**config.mk**
```make
export PLATFORM = sky130hd
export DESIGN_NAME = spi_master_v4_param_flat
export DESIGN_NICKNAME = d
export VERILOG_FILES = /design/src/rtl/spi_master_v4_param_if.sv /design/src/rtl/spi_master_v4_param.sv /design/src/flat_wrapper.sv
export SDC_FILE = /design/constraint.sdc
export NUM_CORES = 1
export LEC_CHECK = 0
export CAP_MARGIN = 20
export CORE_UTILIZATION = 43
export DETAILED_ROUTE_END_ITERATION = 12
export PLACE_DENSITY = 0.62
export REMOVE_ABC_BUFFERS = 1
export SLEW_MARGIN = 20
export SYNTH_ARGS = -nofsm -noshare
export SYNTH_HDL_FRONTEND = slang
export SYNTH_SLANG_ARGS = --single-unit
```
**constraint.sdc**
```tcl
create_clock -name clk -period 3.2 [get_ports clk]
set_input_delay 0.64 -clock clk [delete_from_list [all_inputs] [get_ports clk]]
set_output_delay 0.64 -clock clk [all_outputs]
set_load 0.02 [all_outputs]
```
**src/rtl/spi_master_v4_param_if.sv**
```systemverilog
// Bus bundle for spi_master_v4_param: command-side request/response plus the SPI pins.
// Build option SPI_LOOPBACK_EN adds the loopback request input.
interface spi_master_v4_param_if #(
    parameter int DATA_W = 16,
    parameter int NUM_CS = 2
);
    localparam int CSW = (NUM_CS > 1) ? $clog2(NUM_CS) : 1;

    // Handshake: start is a one-cycle request taken only when busy=0 and cs_sel<NUM_CS;
    // every taken request is answered by exactly one cycle with rx_valid=tx_done=1.
    // The result side has no ready: rx_data simply holds until the next rx_valid.
    logic              start;
    logic [DATA_W-1:0] tx_data;
    logic [CSW-1:0]    cs_sel;
    logic              cpol;
    logic              cpha;
    logic              lsb_first;
    logic [1:0]        freq_control;
    logic              miso;
    logic              sclk;
    logic              mosi;
    logic [NUM_CS-1:0] cs_n;
    logic [DATA_W-1:0] rx_data;
    logic              rx_valid;
    logic              tx_done;
    logic              busy;

`ifdef SPI_LOOPBACK_EN
    logic              loopback;

    modport master (
        input  start, tx_data, cs_sel, cpol, cpha, lsb_first, freq_control, miso, loopback,
        output sclk, mosi, cs_n, rx_data, rx_valid, tx_done, busy
    );
    modport slave (
        output start, tx_data, cs_sel, cpol, cpha, lsb_first, freq_control, miso, loopback,
        input  sclk, mosi, cs_n, rx_data, rx_valid, tx_done, busy
    );
`else
    modport master (
        input  start, tx_data, cs_sel, cpol, cpha, lsb_first, freq_control, miso,
        output sclk, mosi, cs_n, rx_data, rx_valid, tx_done, busy
    );
    modport slave (
        output start, tx_data, cs_sel, cpol, cpha, lsb_first, freq_control, miso,
        input  sclk, mosi, cs_n, rx_data, rx_valid, tx_done, busy
    );
`endif
endinterface

```
**src/rtl/spi_master_v4_param.sv**
```systemverilog
// Parametrised SPI master: all CPOL/CPHA modes, MSB/LSB first, one-hot selects, 4 SCLK dividers.
// Build option SPI_LOOPBACK_EN: latched loopback routes mosi back into the receiver.
module spi_master_v4_param #(
    parameter int DATA_W = 16,
    parameter int NUM_CS = 2,
    parameter int DIV0   = 0,
    parameter int DIV1   = 1,
    parameter int DIV2   = 4,
    parameter int DIV3   = 24
) (
    input  logic                  clk,
    input  logic                  reset,
    spi_master_v4_param_if.master bus,
    output logic [2:0]            dbg_state_o
);
    localparam int CSW   = (NUM_CS > 1) ? $clog2(NUM_CS) : 1;
    localparam int MAX01 = (DIV0 > DIV1) ? DIV0 : DIV1;
    localparam int MAX23 = (DIV2 > DIV3) ? DIV2 : DIV3;
    localparam int MAXD  = (MAX01 > MAX23) ? MAX01 : MAX23;
    localparam int CNT_W = (MAXD > 0) ? $clog2(MAXD + 1) : 1;
    localparam int EW    = $clog2(2 * DATA_W + 1);

    typedef enum logic [2:0] {
        S_IDLE  = 3'd0,
        S_SETUP = 3'd1,
        S_XFER  = 3'd2,
        S_HOLD  = 3'd3,
        S_DONE  = 3'd4
    } state_t;

    state_t            state_q;
    logic [CNT_W-1:0]  cnt_q;
    logic [EW-1:0]     edge_q;
    logic [DATA_W-1:0] tx_sr_q;
    logic [DATA_W-1:0] rx_sr_q;
    logic [DATA_W-1:0] rx_data_q;
    logic [1:0]        freq_q;
    logic              cpha_q;
    logic              lsb_q;
    logic              lb_q;
    logic              sclk_q;
    logic              mosi_q;
    logic [NUM_CS-1:0] cs_n_q;
    logic              rx_valid_q;
    logic              tx_done_q;
    logic              busy_q;
    logic              rx_bit_w;
    logic              start_ok_w;
    logic              sample_w;
    logic              last_edge_w;

    function automatic logic [CNT_W-1:0] div_of(input logic [1:0] f);
        case (f)
            2'd0:    return CNT_W'(DIV0);
            2'd1:    return CNT_W'(DIV1);
            2'd2:    return CNT_W'(DIV2);
            default: return CNT_W'(DIV3);
        endcase
    endfunction

    function automatic logic first_bit(input logic [DATA_W-1:0] w, input logic lsb);
        return lsb ? w[0] : w[DATA_W-1];
    endfunction

    function automatic logic [DATA_W-1:0] shift_out(input logic [DATA_W-1:0] w, input logic lsb);
        return lsb ? (w >> 1) : (w << 1);
    endfunction

    // Receive direction mirrors transmit so rx_data always lands in natural bit order.
    function automatic logic [DATA_W-1:0] shift_in(input logic [DATA_W-1:0] sr, input logic b,
                                                   input logic lsb);
        return lsb ? {b, sr[DATA_W-1:1]} : {sr[DATA_W-2:0], b};
    endfunction

`ifdef SPI_LOOPBACK_EN
    assign rx_bit_w = lb_q ? mosi_q : bus.miso;
`else
    assign lb_q     = 1'b0;
    assign rx_bit_w = bus.miso;
`endif

    assign start_ok_w  = bus.start && (int'(bus.cs_sel) < NUM_CS);
    // Upcoming edge number is edge_q+1: odd edges lead. CPHA=0 samples on leading edges.
    assign sample_w    = ~edge_q[0] ^ cpha_q;
    assign last_edge_w = (edge_q == EW'(2 * DATA_W - 1));

    always_ff @(posedge clk or negedge reset) begin
        if (!reset) begin
            state_q    <= S_IDLE;
            cnt_q      <= '0;
            edge_q     <= '0;
            tx_sr_q    <= '0;
            rx_sr_q    <= '0;
            rx_data_q  <= '0;
            freq_q     <= 2'd0;
            cpha_q     <= 1'b0;
            lsb_q      <= 1'b0;
`ifdef SPI_LOOPBACK_EN
            lb_q       <= 1'b0;
`endif
            sclk_q     <= 1'b0;
            mosi_q     <= 1'b0;
            cs_n_q     <= '1;
            rx_valid_q <= 1'b0;
            tx_done_q  <= 1'b0;
            busy_q     <= 1'b0;
        end else begin
            case (state_q)
                S_IDLE: begin
                    sclk_q <= bus.cpol;
                    if (start_ok_w) begin
                        state_q <= S_SETUP;
                        cnt_q   <= div_of(bus.freq_control);
                        edge_q  <= '0;
                        freq_q  <= bus.freq_control;
                        cpha_q  <= bus.cpha;
                        lsb_q   <= bus.lsb_first;
`ifdef SPI_LOOPBACK_EN
                        lb_q    <= bus.loopback;
`endif
                        rx_sr_q <= '0;
                        cs_n_q  <= ~(NUM_CS'(1) << bus.cs_sel);
                        busy_q  <= 1'b1;
                        if (!bus.cpha) begin
                            mosi_q  <= first_bit(bus.tx_data, bus.lsb_first);
                            tx_sr_q <= shift_out(bus.tx_data, bus.lsb_first);
                        end else begin
                            tx_sr_q <= bus.tx_data;
                        end
                    end
                end
                S_SETUP, S_XFER: begin
                    if (cnt_q != '0) begin
                        cnt_q <= cnt_q - CNT_W'(1);
                    end else begin
                        cnt_q <= div_of(freq_q);
                        if (edge_q == EW'(2 * DATA_W)) begin
                            state_q <= S_HOLD;
                        end else begin
                            state_q <= S_XFER;
                            sclk_q  <= ~sclk_q;
                            edge_q  <= edge_q + EW'(1);
                            if (sample_w) begin
                                rx_sr_q <= shift_in(rx_sr_q, rx_bit_w, lsb_q);
                            end else if (!last_edge_w) begin
                                mosi_q  <= first_bit(tx_sr_q, lsb_q);
                                tx_sr_q <= shift_out(tx_sr_q, lsb_q);
                            end
                        end
                    end
                end
                S_HOLD: begin
                    if (cnt_q != '0) begin
                        cnt_q <= cnt_q - CNT_W'(1);
                    end else begin
                        state_q    <= S_DONE;
                        cs_n_q     <= '1;
                        rx_data_q  <= rx_sr_q;
                        rx_valid_q <= 1'b1;
                        tx_done_q  <= 1'b1;
                    end
                end
                default: begin
                    state_q    <= S_IDLE;
                    rx_valid_q <= 1'b0;
                    tx_done_q  <= 1'b0;
                    busy_q     <= 1'b0;
                end
            endcase
        end
    end

    assign bus.sclk     = sclk_q;
    assign bus.mosi     = mosi_q;
    assign bus.cs_n     = cs_n_q;
    assign bus.rx_data  = rx_data_q;
    assign bus.rx_valid = rx_valid_q;
    assign bus.tx_done  = tx_done_q;
    assign bus.busy     = busy_q;
    assign dbg_state_o  = state_q;
endmodule

```
**src/flat_wrapper.sv**
```systemverilog
// flat-port wrapper written by rule: the top's interface ports become plain ports
module spi_master_v4_param_flat 
#(
    parameter int DATA_W = 16,
    parameter int NUM_CS = 2,
    parameter int DIV0   = 0,
    parameter int DIV1   = 1,
    parameter int DIV2   = 4,
    parameter int DIV3   = 24
)
  (clk, reset, dbg_state_o, bus_start, bus_tx_data, bus_cs_sel, bus_cpol, bus_cpha, bus_lsb_first, bus_freq_control, bus_miso, bus_sclk, bus_mosi, bus_cs_n, bus_rx_data, bus_rx_valid, bus_tx_done, bus_busy);
  spi_master_v4_param_if #(.DATA_W(DATA_W), .NUM_CS(NUM_CS)) bus_i ();
  input  logic clk;
  input  logic reset;
  output logic [2:0] dbg_state_o;
  input wire logic [$bits(bus_i.start)-1:0] bus_start;
  input wire logic [$bits(bus_i.tx_data)-1:0] bus_tx_data;
  input wire logic [$bits(bus_i.cs_sel)-1:0] bus_cs_sel;
  input wire logic [$bits(bus_i.cpol)-1:0] bus_cpol;
  input wire logic [$bits(bus_i.cpha)-1:0] bus_cpha;
  input wire logic [$bits(bus_i.lsb_first)-1:0] bus_lsb_first;
  input wire logic [$bits(bus_i.freq_control)-1:0] bus_freq_control;
  input wire logic [$bits(bus_i.miso)-1:0] bus_miso;
  output wire logic [$bits(bus_i.sclk)-1:0] bus_sclk;
  output wire logic [$bits(bus_i.mosi)-1:0] bus_mosi;
  output wire logic [$bits(bus_i.cs_n)-1:0] bus_cs_n;
  output wire logic [$bits(bus_i.rx_data)-1:0] bus_rx_data;
  output wire logic [$bits(bus_i.rx_valid)-1:0] bus_rx_valid;
  output wire logic [$bits(bus_i.tx_done)-1:0] bus_tx_done;
  output wire logic [$bits(bus_i.busy)-1:0] bus_busy;
  assign bus_i.start = bus_start;
  assign bus_i.tx_data = bus_tx_data;
  assign bus_i.cs_sel = bus_cs_sel;
  assign bus_i.cpol = bus_cpol;
  assign bus_i.cpha = bus_cpha;
  assign bus_i.lsb_first = bus_lsb_first;
  assign bus_i.freq_control = bus_freq_control;
  assign bus_i.miso = bus_miso;
  assign bus_sclk = bus_i.sclk;
  assign bus_mosi = bus_i.mosi;
  assign bus_cs_n = bus_i.cs_n;
  assign bus_rx_data = bus_i.rx_data;
  assign bus_rx_valid = bus_i.rx_valid;
  assign bus_tx_done = bus_i.tx_done;
  assign bus_busy = bus_i.busy;
  spi_master_v4_param #(.DATA_W(DATA_W), .NUM_CS(NUM_CS), .DIV0(DIV0), .DIV1(DIV1), .DIV2(DIV2), .DIV3(DIV3)) u_core (.clk(clk), .reset(reset), .bus(bus_i), .dbg_state_o(dbg_state_o));
endmodule
```
# Yosys cells after proc, flatten, opt, wreduce, memory -nomap -nowiden
# Index checks and enable logic that the tools add are counted.
# W data, S select, Z words.
# totals
n_memories,0
ramBits,0
romBits,0
input_bits,26
out_inout_bits,26
latchBits,0
regBits,72
# op_classes
reduce_logical,22
bitwise,7
add_sub_neg,2
n_shift,1
eq_ne,18
n_mul,0
div,0
n_lt_le_gt_ge,0
muxes,49
# ops
op,n
$mux W16,13
$pmux W16 S2,2
$pmux W5 S3,3
$mux W6,3
$mux W5,3
$ne A2 B2 Y1 const B,7
$mux W1,13
$pmux W6 S2,1
$reduce_and A3 Y1,4
$mux W3,3
$pmux W3 S3,1
$pmux W1 S2,4
$reduce_and A2 Y1,4
$reduce_and A7 Y1,1
$add A6 B1 Y6 const B,1
$eq A3 B2 Y1 const B,2
$eq A6 B5 Y1 const B,1
$eq A6 B6 Y1 const B,1
$reduce_and A6 Y1,1
$reduce_or A3 Y1,2
$not A1 Y1,5
$reduce_and A5 Y1,1
$reduce_bool A5 Y1,1
$sub A5 B1 Y5 const B,1
other kinds (15),21

# Longest topological paths before layout
# depth
ltp_word,6
mapped_depth,8

# Worst setup path after synthesis
# OpenSTA, ideal clock, no wires.
# synth_timing
kind,in2reg
startpoint,input bus_start
endpoint,register u_core.tx_sr_q[10]
path_stages,5
arrival_time_ns,2.147
setup_time_ns,0.127
slack_ns,0.926
cell_sequence,or3b_2 buf_2 a221oi_4 buf_6 mux2_1
# synth_via
elab_chain_cells,2
# synth_rtl
item,line,rtl
from (decl),flat_wrapper.sv:16,input wire logic [$bits(bus_i.start)-1:0] bus_start;
$ne A2 B2 Y1 (no source line),-,
$reduce_and A6 Y1 (no source line),-,
to (signal assigned),spi_master_v4_param.sv:126,"tx_sr_q <= shift_out(bus.tx_data, bus.lsb_first);"
to (signal assigned),spi_master_v4_param.sv:128,tx_sr_q <= bus.tx_data;
to (signal assigned),spi_master_v4_param.sv:147,"tx_sr_q <= shift_out(tx_sr_q, lsb_q);"
to (decl),spi_master_v4_param.sv:34,logic [DATA_W-1:0] tx_sr_q;
# Every way passes these cells.
# A chain may end at the register's enable or synchronous reset.

# Worst setup path in the final report
# layout_timing
startpoint,register u_core.cnt_q[0]
endpoint,register u_core.rx_sr_q[3]
# layout_via
elab_chain_cells,3
# layout_rtl
item,line,rtl
from (decl),spi_master_v4_param.sv:32,logic [CNT_W-1:0] cnt_q;
from (signal assigned),spi_master_v4_param.sv:113,cnt_q <= div_of(bus.freq_control);
from (signal assigned),spi_master_v4_param.sv:134,cnt_q <= cnt_q - CNT_W'(1);
from (signal assigned),spi_master_v4_param.sv:136,cnt_q <= div_of(freq_q);
$reduce_bool A5 Y1,spi_master_v4_param.sv:133,if (cnt_q != '0) begin
$ne A2 B2 Y1 (no source line),-,
$reduce_and A5 Y1 (no source line),-,
to (signal assigned),spi_master_v4_param.sv:144,"rx_sr_q <= shift_in(rx_sr_q, rx_bit_w, lsb_q);"
to (decl),spi_master_v4_param.sv:35,logic [DATA_W-1:0] rx_sr_q;
# Every way passes these cells.

==> summary.md <==
| Metric | Value |
|---|---|
| Die area | `0.009962 mm^2` |
| Mapped Cells | `376` |
| ANT cells | `0` |
| TNS Setup | `0 ps` |
| Final wirelength | `8.814 mm` |
| Register bit count reported by yosys | `72` |
| Grt ovf | `0` |
| Req. time, crit path | `3460 ps` |
| Die H | `99.81 um` |
| Fin crit share | `80.07%` |
| # resized after CTS | `0` |
| Max-capacitance violation count | `0` |
| Row cnt | `35` |
| Root Buffer | `clkbuf_8` |
| CP endpoint kind | `flop` |
| Crit start category | `flop` |
| Pwr Total | `4.384 mW` |
| Dpl cells | `541` |
| Cts hold-fix bufs | `0` |
| Total number of vias | `3066` |
| Tightest Pin Transition | `872.7 ps` |
| Path type of the worst setup path | `reg2reg` |
| Tot GR Track Use | `19.30%` |
| Final setup viols | `0` |
| DR iter-0 viols | `95` |
| Fin. Hold Viols | `0` |
| Starting Density | `44.52%` |
| Post-synth top cells | `dfrtp_1 (70), mux2i_1 (49), nand2_1 (30)` |
| Layout cell share with drive strength beyond 1 | `19.16%` |
| Fin crit period | `2562 ps` |
| IO Pins | `52` |
| Reg2reg setup slack | `640 ps` |
| Yosys top cell area share | `42.58%` |
| Final cell count without fillers | `557` |
| Final antenna-violating net count | `0` |
| Worst vdd ir | `0.0004481 V` |
| Synth cell types | `55` |
| Crit Path Max Fanout | `16` |
| CORE AREA | `0.009240 mm^2` |
| Worst r2r src | `u_core.cnt_q[0]` |
| Placed inst area | `0.004756 mm^2` |
| First-pass GRT wire length | `15.04 mm` |
| Worst min path class | `in2async` |
| Fmax | `0.3903 GHz` |
| Share of synthesized flip-flops with an asynchronous set or reset | `100.0%` |
| Worst Setup SP | `u_core.cnt_q[0]` |
| Largest net degree at the start of global routing | `35` |
| H-tree level count | `3` |
| Clock sinks | `72` |
| Relative slew slack | `41.82%` |
| PortBufs | `51` |
| Post-DP HPWL | `6.099 mm` |
| Worst-skew pair later-pin latency | `350 ps` |
| Die span in x | `99.81 um` |
| Most instantiated library cell after synthesis | `dfrtp_1` |
| Final nets | `453` |
| Leakage | `2.124 nW` |
| DR vias/cell | `5.504` |
| Setup Skew | `9.410 ps` |
| DRC violations left | `0` |
| Pins Over Slew Limit | `0` |
| Antenna violations before repair | `0` |
| # fillers | `835` |
| YS warnings | `0` |
| Crit path DAT | `2830 ps` |
| Area grow syn2layout | `21.20%` |
| Most used flip-flop cell after synthesis | `dfrtp_1` |
| Wirelength per Cell | `15.82 um` |
| Clock Pin Slew Worst Setup and Hold Paths | `80 ps` |
| Top post-synthesis cells by area | `dfrtp_1 (43%), mux2i_1 (12%), mux2_2 (7.1%)` |
| Power per Cell Area | `879.2 mW/mm^2` |
| RSZ-0062 raised after global routing | `false` |
| CTS tree | `yes` |
| Status | `finished, final reports clean` |
| Synth Cell Area | `0.004114 mm^2` |
| Worst Reg-to-Reg Cells | `6` |
| Max Root-Sink Buffers | `2` |
| Setup Fix Bufs, Post-CTS | `0` |
| R2r endpoint | `u_core.rx_sr_q[3]` |
| CTS Buf Count | `9` |
| Post-synth top area cell | `dfrtp_1` |
| Seq/Total Area, Yosys | `43.86%` |
| Vias in the first global route | `3048` |
| Fin area | `0.004986 mm^2` |
| RD Place Congestion | `0.8981` |
| EDFF count, synth | `0` |
| Syn_area_per_cell | `10.94 um^2` |
| DRT Pass-1 Iters | `4` |
cell usage in the layout (no fill, tap or decap), types with 3 or more instances in the layout:
cell / Yosys / routed
mux2_1: 10 / 10
o221a_2: 14 / 14
o21ai_0: 6 / 6
a221oi_1: 3 / 3
nor3_1: 7 / 6
nor2b_1: 4 / 4
a21o_1: 3 / 3
dfrtp_1: 70 / 70
a21oi_1: 22 / 22
clkdlybuf4s50_1: 0 / 50
o211ai_1: 4 / 4
a311oi_1: 3 / 3
mux2_2: 26 / 26
buf_4: 1 / 13
nand3_1: 3 / 3
mux2i_1: 49 / 49
o22ai_1: 3 / 3
nand2_1: 30 / 30
inv_1: 11 / 11
or2_2: 3 / 3
nor3b_1: 6 / 6
ha_1: 4 / 4
o2bb2ai_1: 16 / 16
clkbuf_8: 0 / 9
nor2_1: 13 / 13
routing by layer:
layer | GRT usage [%] | vias to the layer above | part of all wire [%] | routed length [um]
li1 | - | 1508 | - | -
met1 | 26.96 | 1487 | 50 | 4412
met2 | 30.19 | 58 | 46 | 4023
met3 | 3.203 | 13 | 2.8 | 243
met4 | 7.240 | 0 | 1.5 | 136
met5 | 0 | - | 0 | 0
cells by family (layout without fill, tap and decap cells):
kind of cell	after synthesis	in the layout	synth area share, %
buffers and inverters	39	91	4.106
AND/OR/NAND/NOR	82	82	10.64
adder cells (fa/ha/maj)	4	4	1.217
XOR/XNOR	4	4	1.034
flip-flops	72	72	43.86
AO/OA/AOI/OAI	90	90	17.37
multiplexers	85	85	21.78
cell type report:
class | count | area, um^2 | area share (%)
clock buffers | 9 | 123.9 | 2.484
flip-flops and latches | 72 | 1804 | 36.19
multi-input cells | 265 | 2150 | 43.11
well taps | 129 | 161.4 | 3.237
clock inverters | 7 | 102.6 | 2.058
repair buffers | 64 | 603.1 | 12.10
inverters | 11 | 41.29 | 0.8281
flip-flops by register name, summed over array words and instances (netlist names), 2 cells and up:
signal              flops
u_core.edge_q           6
u_core.bus.rx_data     16
u_core.tx_sr_q         16
u_core.rx_sr_q         16
u_core.dbg_state_o      3
u_core.freq_q           2
u_core.cnt_q            5
u_core.bus.cs_n         2
worst max-delay path, stage by stage (launching register included):
cell and delay, ps:
dfrtp_1 400, inv_1 100, ha_1 180, or4b_1 660, a211oi_1 430, nand2_1 420, o2bb2ai_1 280
metrics by stage:
step / setup WS (ps) / hold WS (ps) / utilization [%]
2_1_floorplan: 130.0 / 344.4 / -
5_1_grt: 373.9 / 206.4 / 53.96
3_3_place_gp: 407.7 / 488.4 / 51.47
6_report: 637.8 / 192.7 / 53.96
4_1_cts: 580.8 / 193.2 / 53.92
3_5_place_dp: 385.1 / 495.3 / 51.47
power by group:
| group | total, mW | internal [mW] | switching (mW) | leakage [nW] |
|---|---|---|---|---|
| Clock | 0.818 | 0.447 | 0.371 | 0.110 |
| Sequential | 1.51 | 1.19 | 0.323 | 0.910 |
| Combinational | 2.05 | 1.01 | 1.04 | 1.10 |
| Total | 4.38 | 2.65 | 1.74 | 2.12 |
how the worst max path moves through the flow:
stage,end,cells after the start
after floorplan,u_core.bus.rx_data[0],5
after global placement,u_core.tx_sr_q[0],5
after detailed placement,u_core.tx_sr_q[13],5
after CTS,u_core.rx_sr_q[3],6
after global routing,u_core.rx_sr_q[3],6
final,u_core.rx_sr_q[3],6
No activity file was read; power rests on OpenSTA's default activity.
